===== config.mk =====
export PLATFORM = sky130hd
export DESIGN_NAME = alu_cmd_sequencer
export DESIGN_NICKNAME = d
export VERILOG_FILES = /design/src/rtl/alu_cmd_sequencer.sv
export SDC_FILE = /design/constraint.sdc
export NUM_CORES = 1
export LEC_CHECK = 0
export ABC_CLOCK_PERIOD_IN_PS = 2200
export BUFFER_PORTS_ARGS = -buffer_cell sky130_fd_sc_hd__buf_2
export CAP_MARGIN = 5
export CORE_ASPECT_RATIO = 1.1
export CORE_MARGIN = 2
export CORE_UTILIZATION = 55
export CTS_BUF_LIST = sky130_fd_sc_hd__clkbuf_8
export CTS_CLUSTER_SIZE = 12
export DETAILED_ROUTE_END_ITERATION = 12
export PLACE_DENSITY = 0.79
export SYNTH_ARGS = -nofsm -noshare
export SYNTH_HDL_FRONTEND = slang
export SYNTH_SLANG_ARGS = --single-unit

===== constraint.sdc =====
create_clock -name clk -period 2.2 [get_ports clk]
set_input_delay 0.33 -clock clk [delete_from_list [all_inputs] [get_ports clk]]
set_output_delay 0.33 -clock clk [all_outputs]
set_load 0.02 [all_outputs]

===== src/rtl/alu_cmd_sequencer.sv =====
// Issue stage for the 8-bit ALU: buffers commands in a small FIFO, drives them one at a
// time onto the ALU inputs, and returns each registered 16-bit result over valid/ready.
module alu_cmd_sequencer #(
    parameter int FIFO_DEPTH = 4,
    parameter int CNT_W      = $clog2(FIFO_DEPTH + 1)
) (
    input  logic             clk,
    input  logic             rst_n,
    input  logic             cmd_valid,
    output logic             cmd_ready,
    input  logic [2:0]       cmd_op,
    input  logic [7:0]       cmd_a,
    input  logic [7:0]       cmd_b,
    output logic [7:0]       alu_in0,
    output logic [7:0]       alu_in1,
    output logic [2:0]       alu_sel,
    output logic             alu_en,
    input  logic [15:0]      alu_out,
    output logic             res_valid,
    input  logic             res_ready,
    output logic [15:0]      res_data,
    output logic [2:0]       res_op,
    output logic             busy,
    output logic [CNT_W-1:0] count
);

    localparam int               PTR_W   = $clog2(FIFO_DEPTH);
    localparam logic [CNT_W-1:0] DEPTH_C = CNT_W'(FIFO_DEPTH);

    typedef enum logic [1:0] {
        IDLE,
        ISSUE,
        RESULT
    } state_e;

    state_e           state_q;
    logic [18:0]      mem_q [FIFO_DEPTH];
    logic [PTR_W-1:0] wr_ptr_q;
    logic [PTR_W-1:0] rd_ptr_q;
    logic [CNT_W-1:0] count_q;
    logic [CNT_W-1:0] count_d;
    logic             ready_q;
    logic [7:0]       in0_q;
    logic [7:0]       in1_q;
    logic [2:0]       sel_q;
    logic             en_q;
    logic             res_valid_q;
    logic [15:0]      res_data_q;
    logic [2:0]       res_op_q;
    logic             push;
    logic             pop;
    logic [18:0]      head;

    // A pop happens only when the FSM is free to start a new command.
    assign push = cmd_valid && ready_q;
    assign pop  = (count_q != '0) &&
                  ((state_q == IDLE) || ((state_q == RESULT) && res_ready));
    assign head = mem_q[rd_ptr_q];

    always_comb begin
        count_d = count_q;
        case ({push, pop})
            2'b10:   count_d = count_q + CNT_W'(1);
            2'b01:   count_d = count_q - CNT_W'(1);
            default: count_d = count_q;
        endcase
    end

    always_ff @(posedge clk) begin
        if (push) begin
            mem_q[wr_ptr_q] <= {cmd_op, cmd_a, cmd_b};
        end
    end

    always_ff @(posedge clk or negedge rst_n) begin
        if (!rst_n) begin
            state_q     <= IDLE;
            wr_ptr_q    <= '0;
            rd_ptr_q    <= '0;
            count_q     <= '0;
            ready_q     <= 1'b0;
            in0_q       <= '0;
            in1_q       <= '0;
            sel_q       <= '0;
            en_q        <= 1'b0;
            res_valid_q <= 1'b0;
            res_data_q  <= '0;
            res_op_q    <= '0;
        end else begin
            count_q <= count_d;
            ready_q <= (count_d < DEPTH_C);
            if (push) begin
                wr_ptr_q <= wr_ptr_q + PTR_W'(1);
            end
            if (pop) begin
                rd_ptr_q <= rd_ptr_q + PTR_W'(1);
            end
            case (state_q)
                IDLE: begin
                    en_q <= 1'b0;
                    if (pop) begin
                        {sel_q, in0_q, in1_q} <= head;
                        en_q                  <= 1'b1;
                        state_q               <= ISSUE;
                    end
                end
                ISSUE: begin
                    res_data_q  <= alu_out;
                    res_op_q    <= sel_q;
                    res_valid_q <= 1'b1;
                    en_q        <= 1'b0;
                    state_q     <= RESULT;
                end
                RESULT: begin
                    if (res_ready) begin
                        res_valid_q <= 1'b0;
                        if (pop) begin
                            {sel_q, in0_q, in1_q} <= head;
                            en_q                  <= 1'b1;
                            state_q               <= ISSUE;
                        end else begin
                            state_q <= IDLE;
                        end
                    end
                end
                default: begin
                    en_q    <= 1'b0;
                    state_q <= IDLE;
                end
            endcase
        end
    end

    assign cmd_ready = ready_q;
    assign alu_in0   = in0_q;
    assign alu_in1   = in1_q;
    assign alu_sel   = sel_q;
    assign alu_en    = en_q;
    assign res_valid = res_valid_q;
    assign res_data  = res_data_q;
    assign res_op    = res_op_q;
    assign busy      = (state_q != IDLE) || (count_q != '0);
    assign count     = count_q;

endmodule


==> out/qor.log <==
INFO  worst_setup_path cpLargestDelayFamily=simple AND/OR/NAND/NOR gates
INFO  clocking       cts_tree=done
INFO  sta            fmax=486MHz
INFO  worst_setup_path cpPeakStageDelay=0.45ns
INFO  die            rows=35
INFO  global_routing maximum_number_of_pins_on_one_net_before_global_route_repair=28
INFO  route          vias_per_cell=5.33
INFO  sta            setup-violations-final=0
INFO  worst_setup_path worst-endpoint-arrival=1.73ns
INFO  worst_setup_path cp_common_cell=sky130_fd_sc_hd__or3_1
INFO  worst_setup_path critical_path_required=1.87ns
INFO  route          drtAntennaViolNets=0
INFO  finish         fraction_of_final_layout_cells_with_drive_strength_greater_than_1=0.527
INFO  worst_setup_path crit_fanout=5
INFO  synth          synth_ff_type=sky130_fd_sc_hd__edfxtp_1
INFO  synth          synth.net_count=276
INFO  sta            fin_tns_setup=0ns
INFO  clocking       postCtsResizedCells=0
INFO  clocking       cts_max_path_buffers=2
INFO  die            dieWidth=93.3um
INFO  die            area_enclosed_by_the_die_boundary=9550squm
INFO  die            io-pin-count=84
INFO  global_routing gr_util_all_layers=0.183
INFO  global_routing antenna_found_initial=0
INFO  global_routing grt_pass1_vias=2,503
INFO  run_status     run_status=finished, final reports clean
INFO  synth          synthDistinctLibCells=29
INFO  synth          synth.yosys.seq_area_share=0.732
INFO  clocking       cts.hold.buffers_added=1
INFO  job            cap_violations=0
INFO  synth          synthesis.instances=231
INFO  clocking       h_tree_depth=4
INFO  min_path       min_path_type=in -> reg
INFO  synth          yosys_warnings=0
INFO  placed_design  pre_cts_slack=0.202ns
INFO  clocking       post-cts-setup-buffers=0
INFO  clocking       clock_sink_count=126
INFO  sta            unrepaired_setup_endpoints_after_global_routing=no
INFO  finish         final_core_util=0.693
INFO  power_and_ir_drop total_leakage_power=2.39nW
INFO  synth          ys_ff_latch=126
INFO  route          vias=2,462
INFO  sta            final.setup_skew=0.0135ns
INFO  sta            finalHoldViolCount=0
INFO  worst_setup_path worstPathCellList=or3_1 -> or3_1 -> buf_2
INFO  route          initialDrtViolationCount=78
INFO  power_and_ir_drop ir_worst_vdd=0.853mV
INFO  route          drt-pass1-iter-count=4
INFO  sta            final-max-slew-violation-count=0
INFO  route          route.final.wire_length=8040um
INFO  power_and_ir_drop power_per_cell_area=1530nW/um^2
INFO  sta            worst_slew_pin_slew=0.608ns
INFO  route          remaining_drcs=0
INFO  synth          synth.cell_area=4830squm
INFO  finish         flow.area_growth_from_synthesis=21.3%
INFO  die            floorplan.core_area=8450squm
INFO  finish         num-nets-final=383
INFO  global_routing globalRoute.totalOverflow=0
INFO  placed_design  weighted_congestion_at_the_end_of_routability_driven_global_placement=0.693
INFO  sta            final_min_period_over_clock_period=0.934
INFO  synth          syn_area_per_cell=20.9squm
INFO  sta            fin_ws=0.144ns
INFO  worst_setup_path crit_type=reg -> out
INFO  worst_setup_path crit_slowest_cell=sky130_fd_sc_hd__dfrtp_1
INFO  worst_setup_path critPathCaptureType=output port
INFO  die            die_height=102um
INFO  placed_design  place.port_buffers=83
INFO  worst_setup_path crit_path_start_kind=flip-flop
INFO  finish         final_common_cell=sky130_fd_sc_hd__buf_2
INFO  clocking       worst_skew_pair_later_pin_latency=0.42ns
INFO  sta            layout_min_cycle_time=2.06ns
INFO  synth          async_flop_share=0.397
INFO  route          route.detailed.wl_per_inst=17.4um
INFO  finish         mostFrequentLayoutCells=sky130_fd_sc_hd__buf_2, sky130_fd_sc_hd__edfxtp_1, sky130_fd_sc_hd__dfrtp_1, sky130_fd_sc_hd__mux2_2
INFO  worst_setup_path worst-path-buf-inv=1
INFO  clocking       cts_inserted_buffers=17
INFO  sta            timing.max_slew.rel_slack=0.595
INFO  placed_design  detailedPlacementHpwl=5390um
INFO  clocking       path_clk_slew=0.08ns
INFO  finish         antenna_cells_inserted=0
INFO  clocking       cts_root_buffer=sky130_fd_sc_hd__clkbuf_8
INFO  global_routing global_route_wire_length_before_repair=12,600um
INFO  die            starting_density=0.571
INFO  synth          synth_enable_flop_cells=76
[per-stage QoR]
stage	hold slack [ns]	cell area (sq um)	std cells	total power [mW]
finish	0.119	5860	462	8.93
global route	0.0938	5860	462	9.43
CTS	0.0925	5860	462	9.05
detailed placement	0.378	5440	429	7.04
global placement	0.366	5440	429	6.91
floorplan	0.0344	4830	231	6.08
[worst reg2reg max path: stages (launching register included)]
cell	delay, ns
sky130_fd_sc_hd__dfrtp_1	0.45
sky130_fd_sc_hd__nor3_2	0.32
sky130_fd_sc_hd__nor3_4	0.08
sky130_fd_sc_hd__ha_1	0.22
sky130_fd_sc_hd__fa_1	0.38
sky130_fd_sc_hd__xnor2_1	0.13
sky130_fd_sc_hd__nor2_1	0.18
sky130_fd_sc_hd__xor2_1	0.16
[final timing paths]
kind	cells past startpoint	startpoint	to	slack (ns)
worst min register to register	1	res_data[14]	res_data[14]	0.50
min in group asynchronous	2	rst_n	res_data[8]	0.46
worst max-delay path	3	count[0]	busy	0.14
worst min-delay path	1	cmd_a[4]	mem_q[2][12]	0.12
worst max register to register	7	count[0]	flip-flop	0.20
max in group asynchronous	3	rst_n	wr_ptr_q[0]	1.11
[sequential cells by signal, summed over array words and instances, names as in the netlist, named ones only]
signal / count
alu_in1: 8
alu_sel: 3
alu_en: 1
res_valid: 1
cmd_ready: 1
count: 2
wr_ptr_q: 2
mem_q: 76
alu_in0: 8
rd_ptr_q: 2
state_q: 2
res_op: 3
res_data: 16
[synthesized netlist by cell type (all sizes together), types with 2 or more instances]
| cell | count | area, sq um |
|---|---|---|
| edfxtp | 76 | 2280 |
| dfrtp | 50 | 1250 |
| mux2 | 40 | 518 |
| mux4 | 19 | 432 |
| buf | 7 | 52.5 |
| ha | 5 | 62.6 |
| and3 | 4 | 25.0 |
| xnor2 | 4 | 35.0 |
| inv | 3 | 11.3 |
| nor2 | 3 | 11.3 |
| nor3 | 3 | 25.0 |
| xor2 | 3 | 26.3 |
| clkbuf | 2 | 7.51 |
| or3 | 2 | 12.5 |
[where the power goes]
| group | internal, mW | switching [mW] |
|---|---|---|
| Combinational | 1.69 | 1.62 |
| Clock | 1.12 | 0.878 |
| Sequential | 3.23 | 0.398 |
[cell families after synthesis]
family | share of synthesized area
fa+ha+maj | 0.0171
compound gates | 0.00518
flops | 0.732
simple gates | 0.0220
xor+xnor | 0.0127
mux | 0.197
buf+inv | 0.0148
[per-layer routing]
layer  global-route usage  vias to the layer above  part of all wire
met5                    0                        -                 0
met4               0.0713                        0            0.0098
li1                     -                     1117                 -
met3               0.0605                       10             0.066
met1                0.225                     1251              0.42
met2                0.307                       84              0.51
[layout make-up]
cell class              count  area (sq um)
well taps                 111           139
multi-input cells          93          1230
inverters                   3          11.3
clock buffers              17           234
fillers                   562          2590
flip-flops and latches    126          3530
clock inverters            15           173
repair buffers             97           536
Note: power is estimated with default switching activity, not from simulation.
